File: config.mk
export PLATFORM = sky130hd
export DESIGN_NAME = debounce_multi
export DESIGN_NICKNAME = d
export VERILOG_FILES = /design/src/rtl/debounce_multi.sv
export SDC_FILE = /design/constraint.sdc
export NUM_CORES = 1
export LEC_CHECK = 0
export ABC_CLOCK_PERIOD_IN_PS = 2300
export BUFFER_PORTS_ARGS = -buffer_cell sky130_fd_sc_hd__buf_2
export CORE_ASPECT_RATIO = 0.5
export CORE_MARGIN = 5
export CORE_UTILIZATION = 40
export CTS_CLUSTER_DIAMETER = 40
export DETAILED_ROUTE_END_ITERATION = 8
export HOLD_SLACK_MARGIN = 0.08
export SYNTH_ARGS = -nofsm -noshare
export SYNTH_HDL_FRONTEND = slang
export SYNTH_SLANG_ARGS = --single-unit
File: constraint.sdc
create_clock -name clk -period 2.3 [get_ports clk]
set_input_delay 0.345 -clock clk [delete_from_list [all_inputs] [get_ports clk]]
set_output_delay 0.345 -clock clk [all_outputs]
set_load 0.01 [all_outputs]
File: src/rtl/debounce_multi.sv
`default_nettype none
// ============================================================================
// Module      : debounce_multi
// Description : Multi-channel run-length debouncer. Each channel accepts a
//               new level only after the raw input has differed from the
//               current output for HI_TH (rising) or LO_TH (falling)
//               consecutive cycles. It produces one-cycle rise/fall pulses on
//               accepted changes and a glitch pulse when a candidate run is
//               abandoned before reaching its threshold.
//               Optional macro DEBOUNCE_SYNC_EN inserts a 2-flop synchroniser
//               per channel ahead of the filter, adding 2 cycles of latency.
// Revision    : 1.0 - initial release
// ============================================================================
module debounce_multi #(
    parameter int   CH    = 4,
    parameter int   CNT_W = 4,
    parameter int   HI_TH = 4,
    parameter int   LO_TH = 4,
    parameter logic INIT  = 1'b1
) (
    input  logic          clk,
    input  logic          rst,
    input  logic [CH-1:0] in,
    output logic [CH-1:0] out,
    output logic [CH-1:0] rise,
    output logic [CH-1:0] fall,
    output logic [CH-1:0] glitch
);

    // Terminal counts; one extra bit so a threshold of 2^CNT_W still fits.
    localparam logic [CNT_W:0] c_hi_m1 = (CNT_W+1)'(HI_TH - 1);
    localparam logic [CNT_W:0] c_lo_m1 = (CNT_W+1)'(LO_TH - 1);
    localparam logic [CNT_W-1:0] c_one = CNT_W'(1);

    logic [CH-1:0] w_s;

`ifdef DEBOUNCE_SYNC_EN
    logic [CH-1:0] r_sync1;
    logic [CH-1:0] r_sync2;

    // Two-stage synchroniser; preset to INIT so reset release looks quiet.
    always_ff @(posedge clk) begin
        if (rst) begin
            r_sync1 <= {CH{INIT}};
            r_sync2 <= {CH{INIT}};
        end else begin
            r_sync1 <= in;
            r_sync2 <= r_sync1;
        end
    end

    assign w_s = r_sync2;
`else
    assign w_s = in;
`endif

    generate
        for (genvar i = 0; i < CH; i++) begin : g_ch
            logic [CNT_W-1:0] r_cnt;
            logic             r_out;
            logic             r_rise;
            logic             r_fall;
            logic             r_glitch;
            logic [CNT_W:0]   w_th_m1;
            logic             w_at_th;

            // Threshold follows the direction the sample is trying to move to.
            assign w_th_m1 = w_s[i] ? c_hi_m1 : c_lo_m1;
            assign w_at_th = ({1'b0, r_cnt} == w_th_m1);

            // Per-channel run-length filter with registered event pulses.
            always_ff @(posedge clk) begin
                if (rst) begin
                    r_cnt    <= '0;
                    r_out    <= INIT;
                    r_rise   <= 1'b0;
                    r_fall   <= 1'b0;
                    r_glitch <= 1'b0;
                end else begin
                    r_rise   <= 1'b0;
                    r_fall   <= 1'b0;
                    r_glitch <= 1'b0;
                    if (w_s[i] == r_out) begin
                        // A non-zero count here means a run was abandoned.
                        r_glitch <= (r_cnt != '0);
                        r_cnt    <= '0;
                    end else if (w_at_th) begin
                        r_out  <= w_s[i];
                        r_rise <= w_s[i];
                        r_fall <= ~w_s[i];
                        r_cnt  <= '0;
                    end else begin
                        r_cnt <= r_cnt + c_one;
                    end
                end
            end

            assign out[i]    = r_out;
            assign rise[i]   = r_rise;
            assign fall[i]   = r_fall;
            assign glitch[i] = r_glitch;
        end
    endgenerate

endmodule
`default_nettype wire

==> results.yml <==
power_and_ir_drop:
  vdd_drop_max_v: 0.0003437
  p_per_area_nw_per_um2: 726.3
  p_leak_uw: 0.0006293
timing:
  fin_crit_sh_pct: 62.67
  rsz0062_at_grt: "no"
  whs_ns: 0.2839
  relSlewSlack_pct: 76.65
  setup-tns-final_ns: 0
  setup_violations: 0
  fin_skew_ns: 0.001840
  max_freq_mhz: 693.7
  min_period_ns: 1.441
  tightestPinTransition_ns: 0.3495
  timing.final.max_slew_violations: 0
  finalHoldViolCount: 0
die:
  initial_core_util_pct: 43.22
  die_x_um: 92.09
  num_rows: 14
  ios: 22
  dieHeight_um: 51.04
  coreArea_um2: 3118
  dieArea_um2: 4700
routing:
  firstDrtPassIters: 3
  drc: 0
  drt_iter0_drc: 50
  wirelength_mm: 2.018
  num_vias: 888
  wl_per_cell_um: 10.40
  ant_nets: 0
  via_per_inst: 4.577
global_route:
  grt_max_degree: 21
  grt_overflow_total: 0
  grt_pass1_wl_mm: 3.739
  antenna_found_initial: 0
  track_usage_pct: 10.31
  grt_pass1_vias: 855
synthesis:
  avgSynthCellArea_um2: 9.423
  syn_area_um2: 1348
  synth_nets: 157
  yosys.area_share.xor_xnor_pct: 7.799
  yosys.area_share.adder_pct: 7.428
  ys_seq_area_share_pct: 47.54
  synth_seq_cells: 32
  async_reset_ff_share_pct: 0
  synthCells: 143
  synth_edf_count: 0
  yosysWarnings: 0
  ys.flop_type: "dfxtp_1"
  synth_mux_area_share_pct: 0
  synth-compound-area-share_pct: 4.643
  synth_simple_gate_area_share_pct: 18.85
  yosysUniqueCellTypes: 22
  synth_top_family_by_area: "simple AND/OR/NAND/NOR gates"
clock_network:
  cts.sinks: 32
  cts_tree: "done"
  clk_latency_ns: 0.27
  cts_root_buffer: "clkbuf_8"
  path_clk_slew_ns: 0.06
  cts_made_buffers: 5
  cts_resized: 0
  htreeDepth: 2
  postCtsSetupRepairBufs: 0
  clock_path_buffers: 2
  cts_hold_buf: 0
setup_path:
  critPathBufInv: 0
  cpPeakStageDelay_ns: 0.41
  worstPathArrival_ns: 1.60
  critical_path_class: "register to register"
  slowest_stage: "or3b_4"
  startpoint_type: "register"
  end_kind: "register"
  cp.depth: 3
  crit_fanout: 4
  path_delay_family: "simple AND/OR/NAND/NOR gates"
  cp_data_required_time_ns: 2.46
  ff2ff_path_depth: 3
  path_cells: "ha_1 > or3b_4 > a221o_1"
final_layout:
  area_delta_synth_final_pct: 8.635
  final_cell_mix: "dfxtp_1 (32), buf_2 (21), nor2_1 (20), inv_1 (15), ha_1 (8)"
  fin_area_um2: 1464
  antenna_cells: 0
  drive_gt1_share_pct: 18.18
  layout_commonest_cell: "dfxtp_1"
  final_nets: 167
  fin_cells: 194
placed_design:
  placed_cell_area_um2: 1374
  post-dp-hpwl_mm: 1.495
  dp_cells: 186
  port_buffers: 21
  gp_congestion: 0.7219
min_path:
  hp-class: "input port to register"
  whs_path_depth: 2
run:
  max_cap_viol_count: 0
status:
  outcome: "completed"
## final timing paths
path / slack, ns / endpoint / startpoint
worst max register to register: 0.86 / g_ch[2].r_out / g_ch[2].r_cnt[0]
worst max-delay path: 0.86 / g_ch[2].r_out / g_ch[2].r_cnt[0]
worst min-delay path: 0.28 / g_ch[0].r_fall / in[0]
worst min register to register: 0.46 / g_ch[2].r_cnt[0] / g_ch[2].r_cnt[0]
## synthesized netlist by cell type (all sizes together), types with 3 or more instances
library cell	n	area, um2
and2	4	25.02
buf	17	125.1
a21oi	6	30.03
o21ai	3	15.01
xor2	5	43.79
nor3b	3	22.52
xnor2	7	61.31
nand3	4	20.02
nor2	20	75.07
nor4b	5	43.79
nor4	3	18.77
dfxtp	32	640.6
ha	8	100.1
or3	3	18.77
nand2	3	11.26
inv	15	56.30
## registers in the layout, indices dropped and copies added (netlist names)
name / flops
g_ch.r_out: 4
g_ch.r_fall: 4
g_ch.r_cnt: 16
g_ch.r_rise: 4
g_ch.r_glitch: 4
## cell type report
class                           instances  area, um2
Clock buffer                            8      90.09
Fill cell                             319       1654
Inverter                               15      56.30
Multi-Input combinational cell         78      521.8
Sequential cell                        32      640.6
Tap cell                               40      50.05
Timing Repair Buffer                   21      105.1
## metrics by stage
stage               worst slack (ns)  util (%)  power (uW)
finish                        0.8586     46.95        1063
global route                  0.7886     46.95        1122
CTS                           0.8581     46.95        1078
detailed placement            0.8564     44.06       644.7
global placement              0.8957     44.06       642.9
floorplan                     0.9225         -       630.5
## routing by layer
layer	wire length [um]	GRT usage, %	part of all wire (%)	vias to the layer above
met3	86	5.279	4.3	0
met5	0	0	0	-
met2	963	16.18	48	11
met4	0	4.433	0	0
met1	968	12.03	48	413
li1	-	-	-	464
## logic make-up (layout without fill, tap and decap cells)
kind of cell    Yosys count  after routing
compound gates           11             11
xor+xnor                 12             12
fa+ha+maj                 8              8
buf+inv                  33             44
flops                    32             32
simple gates             47             47
## power by group
part / switching, uW / leakage, uW / internal, uW
clock network: 188 / 0.0000455 / 244
logic: 31.7 / 0.000324 / 24.4
registers: 8.98 / 0.000260 / 566
Note: power is estimated with default switching activity, not from simulation.
